### src/rtl/lr_shift_arbiter.sv
// Round-robin arbiter sharing one logical left/right shifter between requesters A and B.
// One-cycle accept-to-result latency with a single result slot; both readies drop while the slot is full and o_ready is low.
module lr_shift_arbiter #(
   parameter int width = 8
) (
   input  logic                      clk,
   input  logic                      rst,
   input  logic                      a_valid,
   output logic                      a_ready,
   input  logic [width-1:0]          a_bits,
   input  logic [$clog2(width)-1:0]  a_shift,
   input  logic                      a_left,
   input  logic                      b_valid,
   output logic                      b_ready,
   input  logic [width-1:0]          b_bits,
   input  logic [$clog2(width)-1:0]  b_shift,
   input  logic                      b_left,
   output logic                      o_valid,
   input  logic                      o_ready,
   output logic [width-1:0]          o_bits,
   output logic                      o_id
);

   localparam int SW = $clog2(width);

   localparam logic [0:0] EMPTY = 1'b0;
   localparam logic [0:0] FULL  = 1'b1;

   logic [0:0]       state;
   logic             last_grant;
   logic             can_load;
   logic             gnt_vld;
   logic             gnt_id;
   logic             accept;
   logic [width-1:0] sel_bits;
   logic [SW-1:0]    sel_shift;
   logic             sel_left;
   logic [width-1:0] shifted;

   assign o_valid  = (state == FULL);
   assign can_load = !o_valid || o_ready;

   // When both request, the side that did not win last time goes first.
   always_comb begin
      gnt_vld = a_valid || b_valid;
      if (a_valid && b_valid)
         gnt_id = ~last_grant;
      else
         gnt_id = b_valid;
   end

   assign a_ready = !rst && can_load && gnt_vld && !gnt_id;
   assign b_ready = !rst && can_load && gnt_vld &&  gnt_id;
   assign accept  = a_ready || b_ready;

   always_comb begin
      sel_bits  = gnt_id ? b_bits  : a_bits;
      sel_shift = gnt_id ? b_shift : a_shift;
      sel_left  = gnt_id ? b_left  : a_left;
      shifted   = '0;
      // Amounts at or beyond width only occur for non-power-of-2 widths and flush to zero.
      if (int'(sel_shift) < width)
         shifted = sel_left ? (sel_bits << sel_shift) : (sel_bits >> sel_shift);
   end

   always_ff @(posedge clk or posedge rst) begin
      if (rst) begin
         state      <= EMPTY;
         o_bits     <= '0;
         o_id       <= 1'b0;
         last_grant <= 1'b1;
      end else if (accept) begin
         state      <= FULL;
         o_bits     <= shifted;
         o_id       <= gnt_id;
         last_grant <= gnt_id;
      end else if (o_valid && o_ready) begin
         state      <= EMPTY;
      end
   end

endmodule

### config.mk
export PLATFORM = sky130hd
export DESIGN_NAME = lr_shift_arbiter
export DESIGN_NICKNAME = d
export VERILOG_FILES = /design/src/rtl/lr_shift_arbiter.sv
export SDC_FILE = /design/constraint.sdc
export NUM_CORES = 1
export LEC_CHECK = 0
export ABC_AREA = 0
export BUFFER_PORTS_ARGS = -buffer_cell sky130_fd_sc_hd__buf_2
export CORE_UTILIZATION = 31
export DETAILED_ROUTE_END_ITERATION = 8
export SETUP_SLACK_MARGIN = 0.2
export SLEW_MARGIN = 20
export SYNTH_ARGS = -nofsm -noshare
export SYNTH_HDL_FRONTEND = slang
export SYNTH_SLANG_ARGS = --single-unit
export TNS_END_PERCENT = 1
### constraint.sdc
create_clock -name clk -period 2.1 [get_ports clk]
set_clock_uncertainty 0.05 [all_clocks]
set_input_delay 0.105 -clock clk [delete_from_list [all_inputs] [get_ports clk]]
set_output_delay 0.105 -clock clk [all_outputs]
set_load 0.01 [all_outputs]
* Word-level counts from Yosys, hierarchy flattened *
Cells that the tools add are included.

storage, ports and cells
  word-level logic and storage cells = 27
  input bits = 29
  output and inout bits = 12
  bits in registers = 11

cells by class
  reduce and logical (&&, ||, !) cells = 13
  multiplexer cells = 7
  bitwise operators = 1
  shift-type cells = 2

operators by type and width
  operator           count
  $mux 8             2
  $shl 8x3->8        1
  $shr 8x3->8        1
  $logic_and 1x1->1  6
  $mux 1             4
  $logic_not 1->1    3
  $logic_or 1x1->1   3
  $mux 3             1
  $reduce_bool 2->1  1
  $not 1->1          1

* Logic depth before layout (Yosys ltp) *
  word-level depth = 7
  gate-level depth with buffers = 7
  mapped depth without buffers = 5

* Worst setup path after synthesis *
Ideal clock, no wire load.

  path type = reg-to-reg
  start point = register last_grant
  end point = register o_bits[7]
  cell stages (with the launch flop) = 6
  clock period less this slack = 1.885 ns
  path slack = 0.215 ns
  data arrival time = 1.710 ns
  path through = dfstp_2 -> a21boi_4 -> mux2i_1 -> mux4_1 -> mux2i_1 -> o21ai_1

between the ends
  cells in the longest elaborated chain, start to end = 5

ends and longest elaborated chain
  what                                        RTL line  RTL
  from (decl)                                 30        logic last_grant;
  from (signal assigned)                      76        last_grant <= gnt_id;
  $not 1->1 *                                 47        gnt_id = ~last_grant;
  $mux 1 *                                    46        if (a_valid && b_valid)
  $mux 8, or another cell as far along        57        sel_bits = gnt_id ? b_bits : a_bits;
  $shr 8x3->8, or another cell as far along   63        shifted = sel_left ? (sel_bits << sel_shift) : (sel_bits >> sel_shift);
  $mux 8 or $logic_or 1x1->1 (tied branches)  63, 54
  to (signal assigned)                        74        o_bits <= shifted;
  to (decl)                                   20        output logic [width-1:0] o_bits,

Mark *: on every way between the ends. The rest lies on a longest branch, timed or not.
A chain may end at the register's enable or synchronous reset.

* Worst setup path after layout *
  start point = register last_grant
  end point = register o_bits[6]

Same word-level chain as after synthesis.

==> flow_summary.ini <==
[status]
status = complete, no violations

[cts]
cts_sinks = 11
clock_latency_ps = 240
clk_pin_slew_ps = 50
htree_num_levels = 1
numCtsBuffers = 3
clockRootBuffer = clkbuf_8
cts_max_path_buffers = 2
cts_tree = yes

[synth]
syn_area_per_cell_um2 = 8.875
synth.distinct_cells = 46
synth.net_count = 211
syn_inst = 182
ys.flop_type = dfrtp_1
async_flop_share_pct = 100.0
synth_enable_flop_cells = 0
synth_area_leader_cell = dfrtp_1
yosysWarnings = 0
synthTopCellsByArea = dfrtp_1, mux4_2, mux2i_1
netlist.area_leader.share_pct = 15.49
synth_area_mm2 = 0.001615
synth.most_common_cell = mux2i_1
ys_seq_area_share_pct = 17.12
ys_ff_latch = 11
synthTopCellsByCount = mux2i_1, nand2_1, nor2_1

[setup_path]
regToRegEndpoint = o_bits[6]
crit_top_cell = o21ai_0
critPathMaxFanout = 17
path_class = reg -> reg
crit_path_end_kind = flip-flop
cpMaxStageDelayCell = dfstp_2
reg2reg_setup_slack_ps = 210
critPathMaxStageDelay_ps = 560
r2r_start = last_grant
path_cells = a21boi_4 > buf_4 > or4_1 > o21ai_0 > o21ai_0 > a31oi_1
critPathArrivalTime_ps = 1990
startpoint_type = flip-flop
reg2reg_depth = 6
required_ps = 2200

[global_route]
antenna_found_initial = 0
grt_first_pass_wirelength_um = 7659
grt-ovfl-total = 0
grt.total_usage_pct = 18.39
grt_start_max_net_pins = 23
first_global_vias = 1558

[routing]
drc = 0
viasPerCell = 5.705
drtPass1Iterations = 4
initialDrtViolationCount = 84
routed_wl_um = 4833
num_vias = 1643
antenna_left = 0
wl_per_cell_um = 16.78

[placed_design]
place_congestion = 0.9075
placed_area_mm2 = 0.001876
port_buffers = 40
dpl.hpwl_um = 3736

[sta]
fin_crit_ps = 1890
hold_violations = 0
holdWs_ps = 124.8
rsz0062_at_grt = true
slew_violations = 0
slew_headroom_pct = 66.27
worst_slew_pin_slew_ps = 505.9
finalSetupViolations = 0
fmax_mhz = 529.1
fin_crit_sh_pct = 90.01
fin_tns_setup_ps = 0

[die]
die-area_mm2 = 0.005503
ios = 41
num_rows = 25
die_w_um = 74.19
core-area_mm2 = 0.004880
start_util_pct = 33.10
die_y_um = 74.19

[power_and_ir_drop]
power.share.combinational_pct = 49.0
p_sw_uw = 354.7
p_leak_uw = 0.0008533
ir_drop_mv = 0.1848
p_clk_share_pct = 21.8
netSwitchingFraction_pct = 36.99
seqPwrFrac_pct = 29.2
cellPowerDensity_mw_per_mm2 = 491.6
power_uw = 958.9
p_int_uw = 604.2

[final_layout]
fillers = 515
fin_util_pct = 39.97
fin_area_mm2 = 0.001951
drive_above_1_share_pct = 33.03
diodes = 0
area_delta_synth_final_pct = 20.76
nNetsFinal = 251

[worst_hold_path]
min_from = o_ready
holdPathStages = 3
hold_path_class = in -> reg
worstHoldEndpoint = o_valid

[job]
drv_cap = 0
## worst max-delay path: cells and delay by family, from the launching register on
family	cells	cell delay (ps)
buffers and inverters	1	210
DFF	1	560
and+or+nand+nor	1	460
AOI/OAI and AO/OA	4	510
## final cells by class
cell class	instances	area (um2)	share of cell area [%]
clock buffer	4	45.04	2.309
inverter	7	26.28	1.347
multi-input combinational	151	1252	64.21
sequential	11	276.5	14.18
tap	67	83.83	4.298
timing repair buffer	48	266.5	13.66
## per-layer routing
layer  up-vias  part of all wire [%]  track usage [%]
li1        772                     -                -
met1       792                    46            27.16
met2        75                    46            28.28
met3         4                   6.8            2.575
met4         0                   1.2            4.274
met5         -                     0                0
## cell families (layout without fill, tap and decap cells)
logic type	after synthesis	after routing	synth area share, %
buffers and inverters	20	59	6.352
multiplexers	42	42	37.10
AO/OA/AOI/OAI	41	41	18.67
AND/OR/NAND/NOR	68	68	20.76
flip-flops	11	11	17.12
## through the flow
step / instances / worst slack [ps]
5_1_grt: 288 / 124.2
2_1_floorplan: 182 / 214.7
4_1_cts: 288 / 207.0
3_5_place_dp: 283 / 165.4
3_3_place_gp: 283 / 186.4
6_report: 288 / 209.8
## state kept, by name (all words and copies together), names as in the netlist
register,cells
last_grant,1
o_id,1
o_valid,1
o_bits,8
## power by group through the flow
| stage | sequential [uW] | combinational (uW) | clock (uW) |
|---|---|---|---|
| after floorplan | 301 | 276 | 0 |
| after global placement | 283 | 453 | 0 |
| after detailed placement | 284 | 453 | 0 |
| after CTS | 281 | 463 | 217 |
| after global routing | 287 | 511 | 231 |
| final | 280 | 470 | 209 |
## what timing repair did
action | CTS | global route
buffers inserted | 0 | 0
gates resized for setup | 3 | 5
pin swaps | 1 | 3
gates cloned | 0 | 0
endpoints found under the hold margin | 10 | 0
hold buffers | 1 | 0
endpoints found under the setup margin | 1 | 9
## placed cells by master, fill, tap and decap left out, types with 4 or more instances in the layout
cell type  netlist  final
buf_2            7     40
o21ai_0          7      6
nor2_1          13     13
mux4_2          11     12
buf_4            3      6
dfrtp_1         10     10
nor2b_1         11     10
mux2i_1         24     22
inv_1            7      7
a31oi_1          6      6
nor3b_1          4      4
a21oi_1          4      4
nand3_1          7      7
nand2_1         22     22
nand2b_1         4      4
## how the worst max path moves through the flow
| stage | startpoint | end | slack, ps | cells past startpoint |
|---|---|---|---|---|
| global placement | last_grant | o_bits[7] | 190 | 5 |
| global route | last_grant | o_bits[2] | 120 | 6 |
| CTS | last_grant | o_bits[2] | 210 | 6 |
| floorplan | last_grant | o_bits[7] | 210 | 5 |
| finish | last_grant | o_bits[6] | 210 | 6 |
| detailed placement | last_grant | o_bits[7] | 170 | 5 |
Note: power is estimated with default switching activity, not from simulation.
